`config.mk`:
```
export PLATFORM = sky130hd
export DESIGN_NAME = datapath_seq
export DESIGN_NICKNAME = d
export VERILOG_FILES = /design/src/rtl/datapath_seq.sv
export SDC_FILE = /design/constraint.sdc
export NUM_CORES = 1
export LEC_CHECK = 0
export BUFFER_PORTS_ARGS = -buffer_cell sky130_fd_sc_hd__buf_4
export CAP_MARGIN = 20
export CORE_ASPECT_RATIO = 0.9
export CORE_UTILIZATION = 40
export CTS_CLUSTER_DIAMETER = 120
export DETAILED_ROUTE_END_ITERATION = 6
export PLACE_DENSITY = 0.62
export SYNTH_ARGS = -nofsm -noshare
export SYNTH_HDL_FRONTEND = slang
export SYNTH_SLANG_ARGS = --single-unit
```
`constraint.sdc`:
```
create_clock -name clk -period 2.4 [get_ports clk]
set_clock_uncertainty 0.15 [all_clocks]
set_input_delay 0.24 -clock clk [delete_from_list [all_inputs] [get_ports clk]]
set_output_delay 0.24 -clock clk [all_outputs]
set_load 0.005 [all_outputs]
```
`src/rtl/datapath_seq.sv`:
```
// Command sequencer that walks the lab datapath through read, execute and writeback.
// Define DATAPATH_SEQ_B2B_EN to accept the next command while in DONE (back-to-back issue).
module datapath_seq #(
  parameter int CNT_W = 16
) (
  input  logic             clk,
  input  logic             reset,
  input  logic             cmd_valid,
  output logic             cmd_ready,
  input  logic [1:0]       cmd_kind,
  input  logic [2:0]       cmd_rd,
  input  logic [2:0]       cmd_rn,
  input  logic [2:0]       cmd_rm,
  input  logic [1:0]       cmd_shift,
  input  logic [1:0]       cmd_alu,
  input  logic [15:0]      cmd_imm,
  output logic [2:0]       readnum,
  output logic [2:0]       writenum,
  output logic             write,
  output logic             vsel,
  output logic             loada,
  output logic             loadb,
  output logic             asel,
  output logic             bsel,
  output logic             loadc,
  output logic             loads,
  output logic [1:0]       shift,
  output logic [1:0]       ALUop,
  output logic [15:0]      datapath_in,
  output logic             busy,
  output logic             done,
  output logic [CNT_W-1:0] ops_done
);

  localparam logic [1:0] K_MOVI = 2'b00;
  localparam logic [1:0] K_MOV  = 2'b01;
  localparam logic [1:0] K_ALU  = 2'b10;
  localparam logic [1:0] K_CMP  = 2'b11;

`ifdef DATAPATH_SEQ_B2B_EN
  localparam logic DONE_READY = 1'b1;
`else
  localparam logic DONE_READY = 1'b0;
`endif

  typedef enum logic [2:0] {
    S_IDLE   = 3'd0,
    S_LOAD_A = 3'd1,
    S_LOAD_B = 3'd2,
    S_EXEC   = 3'd3,
    S_WRITE  = 3'd4,
    S_DONE   = 3'd5
  } state_t;

  typedef struct packed {
    logic [1:0]  kind;
    logic [2:0]  rd;
    logic [2:0]  rn;
    logic [2:0]  rm;
    logic [1:0]  shift;
    logic [1:0]  alu;
    logic [15:0] imm;
  } cmd_t;

  typedef struct packed {
    logic [2:0]  readnum;
    logic [2:0]  writenum;
    logic        write;
    logic        vsel;
    logic        loada;
    logic        loadb;
    logic        asel;
    logic        bsel;
    logic        loadc;
    logic        loads;
    logic [1:0]  shift;
    logic [1:0]  aluop;
    logic [15:0] din;
    logic        busy;
    logic        done;
    logic        ready;
  } outs_t;

  state_t state, nxt_state;
  cmd_t   cmd, nxt_cmd;
  outs_t  o;
  logic   accept;

  // Output image of a (state, latched command) pair; registered so outputs never see cmd_* directly.
  function automatic outs_t decode(input state_t s, input cmd_t c);
    outs_t r;
    r      = '0;
    r.din  = c.imm;
    r.busy = (s != S_IDLE);
    case (s)
      S_IDLE: r.ready = 1'b1;
      S_LOAD_A: begin
        r.readnum = c.rn;
        r.loada   = 1'b1;
      end
      S_LOAD_B: begin
        r.readnum = c.rm;
        r.loadb   = 1'b1;
      end
      S_EXEC: begin
        r.shift = c.shift;
        r.bsel  = 1'b0;
        case (c.kind)
          K_MOV: begin
            r.asel  = 1'b1;
            r.aluop = 2'b00;
            r.loadc = 1'b1;
          end
          K_CMP: begin
            r.aluop = c.alu;
            r.loads = 1'b1;
          end
          default: begin
            r.aluop = c.alu;
            r.loadc = 1'b1;
            r.loads = 1'b1;
          end
        endcase
      end
      S_WRITE: begin
        r.writenum = c.rd;
        r.write    = 1'b1;
        r.vsel     = (c.kind == K_MOVI);
      end
      S_DONE: begin
        r.done  = 1'b1;
        r.ready = DONE_READY;
      end
      default: r.ready = 1'b0;
    endcase
    return r;
  endfunction

  function automatic state_t first_state(input logic [1:0] k);
    case (k)
      K_MOVI:  return S_WRITE;
      K_MOV:   return S_LOAD_B;
      default: return S_LOAD_A;
    endcase
  endfunction

  assign accept = cmd_valid && o.ready;

  always_comb begin
    nxt_cmd   = cmd;
    nxt_state = S_IDLE;
    if (accept) begin
      nxt_cmd = '{kind: cmd_kind, rd: cmd_rd, rn: cmd_rn, rm: cmd_rm,
                  shift: cmd_shift, alu: cmd_alu, imm: cmd_imm};
    end
    case (state)
      S_IDLE:   nxt_state = accept ? first_state(cmd_kind) : S_IDLE;
      S_LOAD_A: nxt_state = S_LOAD_B;
      S_LOAD_B: nxt_state = S_EXEC;
      S_EXEC:   nxt_state = (cmd.kind == K_CMP) ? S_DONE : S_WRITE;
      S_WRITE:  nxt_state = S_DONE;
      S_DONE:   nxt_state = accept ? first_state(cmd_kind) : S_IDLE;
      default:  nxt_state = S_IDLE;
    endcase
  end

  // State, latched command, output image and completion counter all advance together.
  always_ff @(posedge clk or posedge reset) begin
    if (reset) begin
      state    <= S_IDLE;
      cmd      <= '0;
      o        <= decode(S_IDLE, '0);
      ops_done <= '0;
    end else begin
      state <= nxt_state;
      cmd   <= nxt_cmd;
      o     <= decode(nxt_state, nxt_cmd);
      if (o.done) ops_done <= ops_done + CNT_W'(1);
    end
  end

  assign cmd_ready   = o.ready;
  assign readnum     = o.readnum;
  assign writenum    = o.writenum;
  assign write       = o.write;
  assign vsel        = o.vsel;
  assign loada       = o.loada;
  assign loadb       = o.loadb;
  assign asel        = o.asel;
  assign bsel        = o.bsel;
  assign loadc       = o.loadc;
  assign loads       = o.loads;
  assign shift       = o.shift;
  assign ALUop       = o.aluop;
  assign datapath_in = o.din;
  assign busy        = o.busy;
  assign done        = o.done;

endmodule

```
==> impl_metrics.env <==
export IMPL_result_of_the_run="complete, no violations"
export IMPL_post_route_cells_drive_above_1_share=0.410
export IMPL_post_synth_mux_area_share=0.115
export IMPL_top_level_ports=87
export IMPL_setup_slack_ns=0.451
export IMPL_ff_latch_area_um2=1750
export IMPL_yosys_area_share_adder=0.00418
export IMPL_arrival_ns=2.03
export IMPL_period_minus_slack_ns=1.95
export IMPL_yosys_area_share_xor_xnor=0.0439
export IMPL_count_of_input_and_output_buffers=85
export IMPL_antennaDiodeCount=0
export IMPL_flow_area_growth_from_synthesis_pct=36.1
export IMPL_dp_hpwl_um=3870
export IMPL_synth_warning_count=0
export IMPL_fmaxAchievable_ghz=0.513
export IMPL_ys_ff_latch=70
export IMPL_post_route_util=0.570
export IMPL_number_of_global_route_vias_before_repair=2055
export IMPL_tritoncts="yes"
export IMPL_final_hold_violation_count=0
export IMPL_detailedRoute_firstPassIterationCount=4
export IMPL_grt_usage=0.167
export IMPL_synth_top_area_cell="sky130_fd_sc_hd__dfrtp_1"
export IMPL_crit_slowest_cell="sky130_fd_sc_hd__dfstp_2"
export IMPL_min_delay_start="cmd_kind[1]"
export IMPL_global_route_usage_met1=0.212
export IMPL_routedWlPerCell_um=13.4
export IMPL_worstPathCellList="nand2_2, nor4_4, nand4bb_2, nor2_1"
export IMPL_path_class="reg -> reg"
export IMPL_hold_buffers_post_cts=30
export IMPL_worstPathMaxFanout=12
export IMPL_dpl_worst_slack_ns=0.457
export IMPL_remaining_drc_errors=0
export IMPL_clock_path_buffers=2
export IMPL_netlist_cell_type_count=45
export IMPL_reg2reg_from="cmd_ready$_DFF_PP1_"
export IMPL_gr_usage_met3=0.0556
export IMPL_max_slew_margin_rel=0.566
export IMPL_worst_endpoint_required_ns=2.48
export IMPL_grt_met2_usage=0.262
export IMPL_antenna_found_initial=0
export IMPL_avgSynthCellArea_um2=12.7
export IMPL_clock_sinks=70
export IMPL_final_power_mw=4.32
export IMPL_h_tree_depth=3
export IMPL_synth_enable_flop_cells=0
export IMPL_timing_reg2reg_setup_slack_ns=0.45
export IMPL_layout_cells_most_common_list="sky130_fd_sc_hd__buf_4, sky130_fd_sc_hd__dfrtp_1, sky130_fd_sc_hd__dlygate4sd3_1"
export IMPL_dieArea_um2=7840
export IMPL_static_leakage_power_nw=1.98
export IMPL_synth_async_reset_ratio=1.00
export IMPL_maximum_number_of_pins_on_one_net_before_global_route_repair=34
export IMPL_maxSlewViolCount=0
export IMPL_layoutNonFillerInstCount=437
export IMPL_synthCells=235
export IMPL_rsz_0062_raised_after_global_routing="false"
export IMPL_worst_setup_path_start_kind="flip-flop"
export IMPL_detail_route_antenna_nets=0
export IMPL_cap_violations=0
export IMPL_finalSetupViolations=0
export IMPL_post_place_cells=391
export IMPL_post_synth_instance_area_um2=3000
export IMPL_die_width_um=93.2
export IMPL_rows=29
export IMPL_initial_utilization=0.419
export IMPL_nets=374
export IMPL_largest_family_of_logic_cells_by_synthesized_area="simple AND/OR/NAND/NOR gates"
export IMPL_vdd_drop_max_mv=0.598
export IMPL_numCtsBuffers=9
export IMPL_final_worst_hold_slack_ns=0.0708
export IMPL_seq_area_frac_synth=0.585
export IMPL_drt_iter0_drc=102
export IMPL_worst_setup_hold_path_clk_slew_ns=0.07
export IMPL_total_nets_after_synthesis=270
export IMPL_root_buffer_selected_by_cts="sky130_fd_sc_hd__clkbuf_8"
export IMPL_tightestPinTransition_ns=0.650
export IMPL_power_per_cell_area_nw_per_um2=1060
export IMPL_route_vias_total=2020
export IMPL_finalCritPeriodShare=0.812
export IMPL_core_area_um2=7150
export IMPL_dominantRegCellSynth="sky130_fd_sc_hd__dfrtp_1"
export IMPL_cts_setup_buffers=0
export IMPL_post_dp_cell_area_um2=3590
export IMPL_post_cts_resized_instances=0
export IMPL_most_common_cell_after_layout_fill_and_taps_aside="sky130_fd_sc_hd__buf_4"
export IMPL_route_detailed_vias_per_inst=4.62
export IMPL_timing_critical_path_to_type="flip-flop"
export IMPL_synthTopCellsByArea="sky130_fd_sc_hd__dfrtp_1, sky130_fd_sc_hd__mux2_2, sky130_fd_sc_hd__buf_4"
export IMPL_min_delay_path_class="in -> reg"
export IMPL_yosys_area_share_simple=0.124
export IMPL_fill_cell_count=608
export IMPL_detail_route_wirelength_um=5860
export IMPL_synth_compound_gate_area_share=0.0493
export IMPL_post_synth_top_area_fraction=0.576
export IMPL_top_usage_layer="met2"
export IMPL_setup_worst_path_start="cmd_ready$_DFF_PP1_"
export IMPL_design_area_um2=4080
export IMPL_timing_critical_path_slowest_cell_delay_ns=0.57
export IMPL_overflow=0
export IMPL_multi_input_comb_area_um2=1010
export IMPL_global_route_wire_length_before_repair_um=9870
export IMPL_gpl_final_weighted_congestion=0.725
export IMPL_final_total_negative_setup_slack_ns=0
export IMPL_die_height_um=84.1
export IMPL_clock_latency_ns=0.34
==> per-layer routing <==
metal / wire (µm) / vias up / part of all wire
li1: - / 982 / -
met1: 2590 / 976 / 0.44
met2: 2870 / 55 / 0.49
met3: 310 / 7 / 0.053
met4: 80 / 0 / 0.014
met5: 0 / - / 0
==> cells in the mapped netlist (2+ instances only) <==
library cell               count
sky130_fd_sc_hd__nand2b_1      4
sky130_fd_sc_hd__nand2_1      14
sky130_fd_sc_hd__a21oi_1       3
sky130_fd_sc_hd__inv_1        10
sky130_fd_sc_hd__dfrtp_1      69
sky130_fd_sc_hd__nor3_1        5
sky130_fd_sc_hd__mux2_2       28
sky130_fd_sc_hd__o31ai_1       3
sky130_fd_sc_hd__nand3_1       4
sky130_fd_sc_hd__o21ai_0       3
sky130_fd_sc_hd__buf_2         3
sky130_fd_sc_hd__o21a_1        2
sky130_fd_sc_hd__nor4_1        2
sky130_fd_sc_hd__buf_6         4
sky130_fd_sc_hd__buf_4        17
sky130_fd_sc_hd__xnor2_1       8
sky130_fd_sc_hd__nand4_1       4
sky130_fd_sc_hd__nor2b_1       8
sky130_fd_sc_hd__xor2_1        7
sky130_fd_sc_hd__mux2i_1       3
sky130_fd_sc_hd__nor2_1       10
==> worst paths after layout <==
path,endpoint,depth (start not counted)
max,vsel$_DFF_PP0_,4
min,cmd[30]$_DFF_PP0_,2
max reg2reg,vsel$_DFF_PP0_,4
min reg2reg,ops_done[15]$_DFFE_PP0P_,1
max in group asynchronous,cmd_ready$_DFF_PP1_,4
min in group asynchronous,ops_done[3]$_DFFE_PP0P_,3
==> sequential cells by signal (all words and copies together) (netlist names), 2 cells and up <==
signal,flops
ALUop,2
writenum,3
ops_done,16
datapath_in,16
shift,2
readnum,3
cmd,15
state,3
==> critical path, delay by kind of cell (launching register included) <==
family,cells,cell delay (ns)
flops,1,0.57
simple gates,4,1.11
==> report_power, final <==
group          internal, mW  switching [mW]
sequential             1.63           0.284
combinational         0.907           0.604
clock                 0.478           0.420
total                  3.02            1.31
==> final cells by class <==
| class | instances | share of cell area |
|---|---|---|
| Inverter | 10 | 0.00921 |
| Clock buffer | 12 | 0.0331 |
| Sequential cell | 70 | 0.430 |
| Clock inverter | 4 | 0.0117 |
| Multi-Input combinational cell | 130 | 0.249 |
| Timing Repair Buffer | 118 | 0.239 |
| Tap cell | 93 | 0.0285 |
==> cells by family (layout without fill, tap and decap cells) <==
group / Yosys count / in the layout
AND/OR/NAND/NOR: 63 / 63
adder cells (fa/ha/maj): 1 / 1
AO/OA/AOI/OAI: 19 / 19
multiplexers: 31 / 31
flip-flops: 70 / 70
XOR/XNOR: 15 / 15
buffers and inverters: 35 / 144
other: 1 / 1
(Power assumes the default switching activity.)
